## src/rtl/div_iter.sv

```systemverilog
// -----------------------------------------------------------------------------
// div_iter : iterative restoring divider for RV32M DIV/DIVU/REM/REMU.
//
// Owns no subtractor: during ITER it drives the shared add_sub block
// (as_a - as_b with as_sel=1) and consumes the difference (as_res) and the
// carry-out of bit 31 (as_c = 1 means A >= B unsigned).
//
// Ports
//   clk, rst      rising-edge clock, asynchronous active-high reset
//   start         request, sampled only in IDLE
//   div_op        00 DIV, 01 DIVU, 10 REM, 11 REMU
//   dividend      rs1, captured on accepted start
//   divisor       rs2, captured on accepted start
//   busy          high in PREP, ITER, FIX
//   done          one-cycle pulse, result valid in that cycle
//   result        quotient or remainder, held until overwritten
//   as_a, as_b    add_sub operands (zero outside ITER)
//   as_sel        add_sub subtract select (zero outside ITER)
//   as_res, as_c  add_sub difference and carry-out
//
// Latency: 35 edges normally, 2 edges for divide-by-zero / signed overflow.
// Optional macro DIV_EARLY_OUT_EN: when |dividend| < |divisor| the iteration
// phase is skipped (3 edges); results are unchanged.
// -----------------------------------------------------------------------------
module div_iter #(
   parameter int unsigned XLEN  = 32,
   parameter int unsigned CNT_W = 5
) (
   input  logic            clk,
   input  logic            rst,
   input  logic            start,
   input  logic [1:0]      div_op,
   input  logic [XLEN-1:0] dividend,
   input  logic [XLEN-1:0] divisor,
   output logic            busy,
   output logic            done,
   output logic [XLEN-1:0] result,
   output logic [XLEN-1:0] as_a,
   output logic [XLEN-1:0] as_b,
   output logic            as_sel,
   input  logic [XLEN-1:0] as_res,
   input  logic            as_c
);

   localparam logic [XLEN-1:0]  ONE      = {{(XLEN-1){1'b0}}, 1'b1};
   localparam logic [XLEN-1:0]  MIN_NEG  = {1'b1, {(XLEN-1){1'b0}}};
   localparam logic [CNT_W-1:0] LAST_CNT = CNT_W'(XLEN-1);

   typedef enum logic [2:0] {
      S_IDLE,
      S_PREP,
      S_ITER,
      S_FIX,
      S_DONE
   } state_t;

   state_t            r_state;
   logic [1:0]        r_op;
   logic [XLEN-1:0]   r_dvd;
   logic [XLEN-1:0]   r_dvs;
   logic [XLEN-1:0]   r_q;
   logic [XLEN-1:0]   r_r;
   logic [CNT_W-1:0]  r_cnt;
   logic              r_qneg;
   logic              r_rneg;
   logic              r_busy;
   logic              r_done;
   logic [XLEN-1:0]   r_result;

   logic              w_signed;
   logic [XLEN-1:0]   w_dvd_abs;
   logic [XLEN-1:0]   w_dvs_abs;
   logic              w_ovf;
   logic [XLEN-1:0]   w_s;
   logic              w_m;
   logic              w_take;
   logic [XLEN-1:0]   w_q_fix;
   logic [XLEN-1:0]   w_r_fix;

   // op[0]=0 selects the signed variants (DIV, REM)
   assign w_signed  = ~r_op[0];
   assign w_dvd_abs = (w_signed && r_dvd[XLEN-1]) ? (~r_dvd + ONE) : r_dvd;
   assign w_dvs_abs = (w_signed && r_dvs[XLEN-1]) ? (~r_dvs + ONE) : r_dvs;
   assign w_ovf     = w_signed && (r_dvd == MIN_NEG) && (r_dvs == '1);

   // Shifted partial remainder; w_m is the 33rd bit that falls out of R, and
   // when set the true value already exceeds any divisor, so subtract anyway.
   assign w_s    = {r_r[XLEN-2:0], r_q[XLEN-1]};
   assign w_m    = r_r[XLEN-1];
   assign w_take = w_m | as_c;

   assign w_q_fix = r_qneg ? (~r_q + ONE) : r_q;
   assign w_r_fix = r_rneg ? (~r_r + ONE) : r_r;

   always_comb begin
      as_a   = '0;
      as_b   = '0;
      as_sel = 1'b0;
      if (r_state == S_ITER) begin
         as_a   = w_s;
         as_b   = r_dvs;
         as_sel = 1'b1;
      end
   end

   assign busy   = r_busy;
   assign done   = r_done;
   assign result = r_result;

   always_ff @(posedge clk or posedge rst) begin
      if (rst) begin
         r_state  <= S_IDLE;
         r_op     <= '0;
         r_dvd    <= '0;
         r_dvs    <= '0;
         r_q      <= '0;
         r_r      <= '0;
         r_cnt    <= '0;
         r_qneg   <= 1'b0;
         r_rneg   <= 1'b0;
         r_busy   <= 1'b0;
         r_done   <= 1'b0;
         r_result <= '0;
      end else begin
         case (r_state)
            S_IDLE: begin
               if (start) begin
                  r_op    <= div_op;
                  r_dvd   <= dividend;
                  r_dvs   <= divisor;
                  r_busy  <= 1'b1;
                  r_state <= S_PREP;
               end
            end

            S_PREP: begin
               r_qneg <= w_signed & (r_dvd[XLEN-1] ^ r_dvs[XLEN-1]);
               r_rneg <= w_signed & r_dvd[XLEN-1];
               r_dvs  <= w_dvs_abs;
               if (r_dvs == '0) begin
                  r_result <= r_op[1] ? r_dvd : '1;
                  r_done   <= 1'b1;
                  r_busy   <= 1'b0;
                  r_state  <= S_DONE;
               end else if (w_ovf) begin
                  r_result <= r_op[1] ? '0 : MIN_NEG;
                  r_done   <= 1'b1;
                  r_busy   <= 1'b0;
                  r_state  <= S_DONE;
               end
`ifdef DIV_EARLY_OUT_EN
               else if (w_dvd_abs < w_dvs_abs) begin
                  r_q     <= '0;
                  r_r     <= w_dvd_abs;
                  r_state <= S_FIX;
               end
`endif
               else begin
                  r_q     <= w_dvd_abs;
                  r_r     <= '0;
                  r_cnt   <= '0;
                  r_state <= S_ITER;
               end
            end

            S_ITER: begin
               r_r   <= w_take ? as_res : w_s;
               r_q   <= {r_q[XLEN-2:0], w_take};
               r_cnt <= r_cnt + 1'b1;
               if (r_cnt == LAST_CNT) begin
                  r_state <= S_FIX;
               end
            end

            S_FIX: begin
               r_result <= r_op[1] ? w_r_fix : w_q_fix;
               r_done   <= 1'b1;
               r_busy   <= 1'b0;
               r_state  <= S_DONE;
            end

            S_DONE: begin
               r_done  <= 1'b0;
               r_state <= S_IDLE;
            end

            default: r_state <= S_IDLE;
         endcase
      end
   end

endmodule

```

## config.mk

```make
export PLATFORM = sky130hd
export DESIGN_NAME = div_iter
export DESIGN_NICKNAME = d
export VERILOG_FILES = /design/src/rtl/div_iter.sv
export SDC_FILE = /design/constraint.sdc
export NUM_CORES = 1
export LEC_CHECK = 0
export ABC_AREA = 0
export BUFFER_PORTS_ARGS = -buffer_cell sky130_fd_sc_hd__buf_2
export CAP_MARGIN = 0
export CORE_ASPECT_RATIO = 1.4
export CORE_MARGIN = 4
export CORE_UTILIZATION = 60
export DETAILED_ROUTE_END_ITERATION = 6
export PLACE_DENSITY = 0.85
export SKIP_LAST_GASP = 1
export SLEW_MARGIN = 20
export SYNTH_ARGS = -nofsm -noshare
export SYNTH_HDL_FRONTEND = slang
export SYNTH_SLANG_ARGS = --single-unit
export TNS_END_PERCENT = 100
```

## constraint.sdc

```tcl
create_clock -name clk -period 10.95 [get_ports clk]
set_input_delay 0.5475 -clock clk [delete_from_list [all_inputs] [get_ports clk]]
set_output_delay 0.5475 -clock clk [all_outputs]
set_load 0.02 [all_outputs]
```

# [Word level (Yosys, flattened, before mapping)]
# Cells that the tools add are included.
[op_classes] bitwise=9 reduce_logical=18 add_sub_neg=5 muxes=37 eq_ne=13
[op_table] cell="$mux W32" count=17
[op_table] cell="$pmux W32 S2" count=4
[op_table] cell="$add A32 B1 Y32 const B" count=4
[op_table] cell="$not A32 Y32" count=4
[op_table] cell="$eq A32 B32 Y1 const B" count=2
[op_table] cell="$logic_not A32 Y1" count=1
[op_table] cell="$mux W3" count=4
[op_table] cell="$pmux W3 S4" count=1
[op_table] cell="$mux W5" count=2
[op_table] cell="$pmux W5 S2" count=1
[op_table] cell="$reduce_and A3 Y1" count=3
[op_table] cell="$ne A2 B2 Y1 const B" count=4
[op_table] cell="$reduce_and A2 Y1" count=4
[op_table] cell="$eq A3 B2 Y1 const B" count=2
[op_table] cell="$mux W1" count=6
[op_table] cell="$pmux W1 S3" count=2
[op_table] cell="$reduce_bool A2 Y1" count=3
[op_table] cell="$reduce_bool A3 Y1" count=2
[op_table] cell="$add A5 B1 Y5 const B" count=1
[op_table] cell="$eq A5 B5 Y1 const B" count=1
[op_table] cell="$logic_and A1 B1 Y1" count=4
[op_table] cell="$eq A3 B1 Y1 const B" count=1
[op_table] cell="$eq A3 B3 Y1 const B" count=1
[op_table] cell="$logic_not A3 Y1" count=1
[op_table] cell="6 further kinds" count=7
[totals] word_cells=94 output_inout_bits=99 reg_bits=174 in_bits=102

# [Longest topological paths before layout]
# Gate-level depths: netlist of run 1.
[logic_depth] word_depth=6 mapped_depth=11 depth_no_buf=10

# [Worst setup path before layout of run 1]
# OpenSTA, ideal clock, no wires.
[synth_timing] path_kind="register -> register" start="reg r_dvs[0]" end="reg r_q[14]" setup_ns=0.126 slack_ns=8.153 period_less_slack_ns=2.797 t_arrival_ns=2.671 required_time_ns=10.824 path_buffers=2 stages_incl_launch_ff=12 path_cell_list="dfrtp_1 > inv_1 > ha_1 > or4b_1 > nor4_4 > nand2_1 > nor3_2 > or3_1 > buf_2 > buf_4 > nor2_1 > a221o_1"
[synth_via] elab_chain_len=4 word_cells_on_any_way=6 classes_between="eq/ne: 3; reduce/logical: 3"
[synth_rtl] element="start, declared" line_no="60" source="logic [XLEN-1:0] r_dvs;"
[synth_rtl] element="start signal, assigned" line_no="130" source="r_dvs <= divisor;"
[synth_rtl] element="start signal, assigned" line_no="139" source="r_dvs <= w_dvs_abs;"
[synth_rtl] element="$eq A32 B32 Y1" line_no="84" source="assign w_ovf = w_signed && (r_dvd == MIN_NEG) && (r_dvs == '1);"
[synth_rtl] element="$logic_and A1 B1 Y1" line_no="84"
[synth_rtl] element="$ne A2 B2 Y1 (no line)"
[synth_rtl] element="$reduce_and A3 Y1 (no line) *"
[synth_rtl] element="end signal, assigned" line_no="159" source="r_q <= w_dvd_abs;"
[synth_rtl] element="end signal, assigned" line_no="168" source="r_q <= {r_q[XLEN-2:0], w_take};"
[synth_rtl] element="end, declared" line_no="61" source="logic [XLEN-1:0] r_q;"
# Mark *: on every way between the ends. The rest lies on a longest branch, timed or not.
# A chain may end at the register's enable or synchronous reset.

# [Final worst setup path of run 1]
[layout_timing] start="reg r_dvs[0]" end="reg r_q[0]"
# The elaborated chain is that of the path after synthesis.

==> impl_metrics.env, run 1 <==
export IMPL_dieArea_um2=20800
export IMPL_drtIter0Drc=1465
export IMPL_grt_pass1_wl_um=56000
export IMPL_grtUsageMet2_pct=58.0
export IMPL_leakagePower_nw=5.67
export IMPL_tritoncts="done"
export IMPL_io_buffer_count=200
export IMPL_clock_skew_final_ns=0.00902
export IMPL_yosysWarningCount=0
export IMPL_ir_worst_vdd_v=0.000155
export IMPL_synthCells=1285
export IMPL_finalCritPeriodShare_pct=36.4
export IMPL_vias_per_cell=6.71
export IMPL_min_period_ns=3.99
export IMPL_finalHoldViolCount=0
export IMPL_clk_pin_slew_worst_paths_ns=0.07
export IMPL_synth_cell_types=66
export IMPL_cp_required_ns=11.30
export IMPL_ctsResizeCount=0
export IMPL_antenna_found_initial=0
export IMPL_first_pass_iters=6
export IMPL_grt_pass1_vias=10500
export IMPL_rows=58
export IMPL_synthArstFlopShare_pct=100
export IMPL_yosysSeqAreaShare_pct=39.2
export IMPL_diodes=0
export IMPL_drive_gt1_share_pct=21.5
export IMPL_cts_made_buffers=17
export IMPL_cp_end_kind="register"
export IMPL_crit_slowest_cell="nor2_4"
export IMPL_grt_use_total_pct=34.3
export IMPL_yosys_top_cells_count="dfrtp_1 (174), nand2_1 (144), nor2_1 (114), clkbuf_1 (82), o21ai_0 (82)"
export IMPL_hpwl_um=24800
export IMPL_synth_main_ff_cell="dfrtp_1"
export IMPL_synth_nets=1394
export IMPL_critPathMaxFanout=38
export IMPL_synthTopCellsByArea="dfrtp_1 (39%), nand2_1 (4.9%), xnor2_1 (4.0%)"
export IMPL_dp_cells=1633
export IMPL_critPathTopFamily="simple AND/OR/NAND/NOR gates"
export IMPL_initial_utilization_pct=61.4
export IMPL_ant_nets=0
export IMPL_clkLatencyLatePin_ns=0.44
export IMPL_grt_start_max_net_pins=76
export IMPL_relSlewSlack_pct=26.7
export IMPL_worst_slew_pin_slew_ns=1.10
export IMPL_remaining_drc_errors=0
export IMPL_cts_root_buf="clkbuf_16"
export IMPL_area_delta_synth_final_pct=14.8
export IMPL_cts_sinks=174
export IMPL_start_kind="register"
export IMPL_syn_cell_area_um2=11100
export IMPL_vias=11200
export IMPL_die_y_um=169
export IMPL_setup_tns_ns=0
export IMPL_drt_total_wl_um=35700
export IMPL_grt_use_met1_pct=40.6
export IMPL_outcome="complete, no violations"
export IMPL_synth_most_common_cell="dfrtp_1"
export IMPL_grt_busiest_layer="met2"
export IMPL_holdBufCountCts=0
export IMPL_rsz0062_at_grt="false"
export IMPL_wire_per_inst_um=21.4
export IMPL_slew_violations=0
export IMPL_worstPathCellList="inv_1 > ha_1 > or4b_1 > nor4_4 > nand2_1 > nor3_2 > nor3_2 > buf_4 > nor2_4 > inv_1 > o221ai_1"
export IMPL_arrival_ns=4.34
export IMPL_clock_path_buffers=2
export IMPL_hold_slack_ns=0.188
export IMPL_critPathBufInv=3
export IMPL_htreeDepth=4
export IMPL_slowest_delay_ns=0.61
export IMPL_finalPower_mw=4.09
export IMPL_synth_edff_count=0
export IMPL_coreArea_um2=18100
export IMPL_setup_violations_final=0
export IMPL_min_path_type="input port to asynchronous set/reset pin"
export IMPL_netlist_area_leader_share_pct=39.2
export IMPL_die_w_um=123
export IMPL_postCtsSetupBuffers=0
export IMPL_fmax_ghz=0.251
export IMPL_gp_congestion=0.937
export IMPL_yosys_area_top_type="dfrtp_1"
export IMPL_overflow=0
export IMPL_drv_cap=0
export IMPL_ys_ff_latch=174
export IMPL_fill_cells=1417
export IMPL_use_met3_pct=6.25
export IMPL_power_density_nw_per_um2=321
export IMPL_ios=201
export IMPL_fin_nets=1523
export IMPL_final_cells=1667
export IMPL_path_class="register to register"
export IMPL_avgSynthCellArea_um2=8.64
==> sequential cells by signal, summed over array words and instances (netlist names) <==
signal	count
result	32
r_cnt	5
r_op	2
r_q	32
r_qneg	1
r_dvd	32
done	1
r_dvs	32
r_state	3
r_rneg	1
busy	1
r_r	32
==> area by class of cell <==
| cell class | instances | area (µm²) | share of cell area, % |
|---|---|---|---|
| clock inverter | 12 | 114 | 0.893 |
| timing repair buffer | 216 | 1150 | 8.99 |
| inverter | 20 | 80.1 | 0.628 |
| sequential | 174 | 4360 | 34.2 |
| multi-input combinational | 985 | 6290 | 49.4 |
| clock buffer | 20 | 457 | 3.58 |
| tap | 240 | 300 | 2.36 |
==> placed cells by master (no fill, tap or decap), drive strengths merged, types with 19 or more instances in the layout <==
master / count
buf: 216
dfrtp: 174
nand2: 144
nor2: 114
o21ai: 84
a21oi: 68
and3: 68
xnor2: 51
o22ai: 46
mux2i: 35
xor2: 32
nor3: 30
mux2: 29
a221o: 29
o31ai: 27
inv: 20
clkbuf: 20
o41ai: 19
==> layer usage <==
| layer | share of wire (%) | vias up |
|---|---|---|
| met4 | 6.0 | 0 |
| met3 | 8.4 | 165 |
| met1 | 35 | 5352 |
| met2 | 50 | 700 |
| met5 | 0 | - |
| li1 | - | 4961 |
==> final timing paths <==
kind | cells after the start | slack [ns] | to | from
max | 11 | 6.96 | r_q[0] | r_dvs[0]
min | 2 | 0.19 | r_r[24] | rst
max reg2reg | 11 | 6.96 | r_q[0] | r_dvs[0]
min reg2reg | 2 | 0.47 | result[26] | result[26]
max in group asynchronous | 3 | 9.55 | r_dvd[3] | rst
min in group clk | 3 | 0.31 | r_dvd[8] | dividend[8]
==> stage by stage <==
step,util (%),cell area [µm²],setup slack [ns]
2_1_floorplan,-,11100,5.69
3_3_place_gp,67.1,12100,6.77
3_5_place_dp,67.1,12100,6.97
4_1_cts,70.3,12700,6.95
5_1_grt,70.5,12700,6.65
6_report,70.5,12700,6.96
==> cells by family after synthesis <==
family          count (synthesis)  share of synthesized area [%]
buf+inv                       126                           4.57
flops                         174                           39.2
simple gates                  476                           21.3
fa+ha+maj                       7                          0.789
mux                            64                           6.10
compound gates                355                           21.5
xor+xnor                       83                           6.55
==> where the power goes <==
| group | switching [mW] | leakage, nW | total [mW] | internal, mW |
|---|---|---|---|---|
| Clock | 0.269 | 0.269 | 0.595 | 0.326 |
| Combinational | 1.23 | 3.26 | 2.04 | 0.814 |
| Sequential | 0.507 | 2.15 | 1.45 | 0.941 |
No activity file was read; power rests on OpenSTA's default activity.
==> run 2, diff against run 1 <==
--- a/config.mk
+++ b/config.mk
@@ -10,9 +10,9 @@
 export CAP_MARGIN = 0
 export CORE_ASPECT_RATIO = 1.4
 export CORE_MARGIN = 4
-export CORE_UTILIZATION = 60
+export CORE_UTILIZATION = 52
 export DETAILED_ROUTE_END_ITERATION = 6
-export PLACE_DENSITY = 0.85
+export PLACE_DENSITY = 0.78
 export SKIP_LAST_GASP = 1
 export SLEW_MARGIN = 20
 export SYNTH_ARGS = -nofsm -noshare
==> constraint.sdc (replaced) <==
create_clock -name clk -period 3.3 [get_ports clk]
set_input_delay 0.165 -clock clk [delete_from_list [all_inputs] [get_ports clk]]
set_output_delay 0.165 -clock clk [all_outputs]
set_load 0.02 [all_outputs]
==> run 2 against run 1 <==
  * Non-clock buffer count grew 58
  * Via count down 1.3%
  * Die area is 14% higher
  * Cell count increased by 4.6%
  * Worst hold slack got worse by 0.18 ns
  * Global-route usage is 4.0 points lower
  * Utilization is 7.3 points lower
  * Critical path type unchanged
  * Critical endpoint is now r_q[2]
  * Largest power group unchanged
==> impl_metrics.env, run 2 (same netlist as run 1, synthesis figures left out) <==
export IMPL_clock_path_buffers=2
export IMPL_drv_cap=0
export IMPL_io_buffer_count=200
export IMPL_cts_sinks=174
export IMPL_fill_cells=1804
export IMPL_hold_start="divisor[1]"
export IMPL_ant_nets=0
export IMPL_grt_pass1_vias=10700
export IMPL_grt_pass1_wl_um=58000
export IMPL_clock_skew_final_ns=0.00898
export IMPL_slowest_delay_ns=0.59
export IMPL_arrival_ns=3.44
export IMPL_die_w_um=131
export IMPL_critPathBufInv=1
export IMPL_initial_utilization_pct=52.5
export IMPL_clk_pin_slew_worst_paths_ns=0.06
export IMPL_finalHoldViolCount=0
export IMPL_grt_start_max_net_pins=76
export IMPL_critPathMaxFanout=27
export IMPL_dieArea_um2=23800
export IMPL_final_cells=1743
export IMPL_place_area_um2=12400
export IMPL_cp_end_kind="register"
export IMPL_ir_worst_vdd_v=0.000657
export IMPL_cp_required_ns=3.60
export IMPL_final_cell_mix="buf_2 (200), dfrtp_1 (173), nand2_1 (143), nor2_1 (110), o21ai_0 (82)"
export IMPL_vias_per_cell=6.33
export IMPL_grt_use_total_pct=30.3
export IMPL_ios=201
export IMPL_cts_made_buffers=17
export IMPL_crit_slowest_cell="or4_1"
export IMPL_fmax_ghz=0.319
export IMPL_critPathTopFamily="simple AND/OR/NAND/NOR gates"
export IMPL_hpwl_um=26200
export IMPL_cts_root_buf="clkbuf_16"
export IMPL_worst_slew_pin_slew_ns=1.04
export IMPL_fin_area_um2=13400
export IMPL_vias=11000
export IMPL_slew_violations=0
export IMPL_coreArea_um2=21100
export IMPL_setup_tns_ns=0
export IMPL_finalCritPeriodShare_pct=94.9
export IMPL_diodes=0
export IMPL_drive_gt1_share_pct=21.8
export IMPL_fin_nets=1581
export IMPL_rsz0062_at_grt="false"
export IMPL_tritoncts="done"
export IMPL_die_y_um=181
export IMPL_postCtsSetupBuffers=0
export IMPL_start_kind="register"
export IMPL_r2r_start="r_dvd[16]"
export IMPL_antenna_found_initial=0
export IMPL_path_class="register to register"
export IMPL_crit_start="r_dvd[16]"
export IMPL_wire_per_inst_um=21.0
export IMPL_min_path_type="input port to register"
export IMPL_rows=63
export IMPL_min_period_ns=3.13
export IMPL_remaining_drc_errors=0
export IMPL_drtIter0Drc=1191
export IMPL_worstPathCellList="or4_1 > or4_4 > nor4_4 > and4_1 > or3_1 > buf_12 > nor2_1 > a221o_1"
export IMPL_area_delta_synth_final_pct=20.4
export IMPL_relSlewSlack_pct=30.6
export IMPL_overflow=0
export IMPL_gp_congestion=0.964
export IMPL_leakagePower_nw=5.97
export IMPL_first_pass_iters=7
export IMPL_power_density_nw_per_um2=1040
export IMPL_clkLatencyLatePin_ns=0.43
export IMPL_dp_cells=1676
export IMPL_final_common_cell="buf_2"
export IMPL_setup_violations_final=0
export IMPL_htreeDepth=4
export IMPL_outcome="complete, no violations"
export IMPL_drt_total_wl_um=36700
## run 2: cell types whose count changed in the layout (fill, tap and decap cells not counted), moves of 2 or more
cell           delta
bufinv_16         +2
clkinvlp_4        -2
clkinv_4          -2
dlygate4sd3_1    +37
buf_4            +18
buf_12            +3
## run 2: layer usage
layer | vias up | GRT usage (%) | wire [µm]
li1 | 5080 | - | -
met5 | - | 0 | 0
met4 | 0 | 13.5 | 1500
met2 | 505 | 53.6 | 19000
met1 | 5347 | 35.5 | 13500
met3 | 106 | 6.21 | 2690
## run 2: cell type report
| class | instances | area, µm² | area share (%) |
|---|---|---|---|
| Tap cell | 260 | 325 | 2.44 |
| Multi-Input combinational cell | 985 | 6290 | 47.1 |
| Sequential cell | 174 | 4360 | 32.6 |
| Inverter | 20 | 78.8 | 0.590 |
| Clock buffer | 20 | 457 | 3.42 |
| Clock inverter | 10 | 139 | 1.04 |
| Timing Repair Buffer | 274 | 1710 | 12.8 |
## run 2: worst paths after layout
check / endpoint / depth (start not counted) / slack (ns)
min in group asynchronous: result[30] / 3 / 0.49
worst min-delay path: r_dvs[1] / 3 / 0.007
worst min register to register: result[22] / 2 / 0.48
worst max-delay path: r_q[2] / 8 / 0.17
worst max register to register: r_q[2] / 8 / 0.17
max in group asynchronous: r_state[1] / 4 / 1.95
## run 2: where the power goes
group | switching, mW | internal (mW) | total, mW
combinational | 4.07 | 2.83 | 6.90
sequential | 1.74 | 3.12 | 4.86
clock | 0.863 | 1.22 | 2.09
total | 6.67 | 7.18 | 13.8
## run 2: repair_timing
item,4_1_cts,5_1_grt
endpoints found under the setup margin,0,2
endpoints found under the hold margin,74,0
hold buffers,37,0
resized for setup,0,1
## run 2: tightest hold or removal path: stages
cell and delay (ns):
buf_2 0.11, nand2_1 0.05, a31oi_1 0.08
## run 2: metrics by stage
step / hold slack, ns / setup WS (ns) / total power, mW / utilization [%]
finish: 0.00668 / 0.167 / 13.8 / 63.2
CTS: 0.00368 / 0.173 / 13.7 / 63.2
detailed placement: 0.387 / 0.210 / 11.6 / 58.6
global route: 0.0224 / 0.00322 / 14.7 / 63.2
floorplan: 0.282 / 0.503 / 9.27 / -
global placement: 0.380 / 0.290 / 11.4 / 58.6
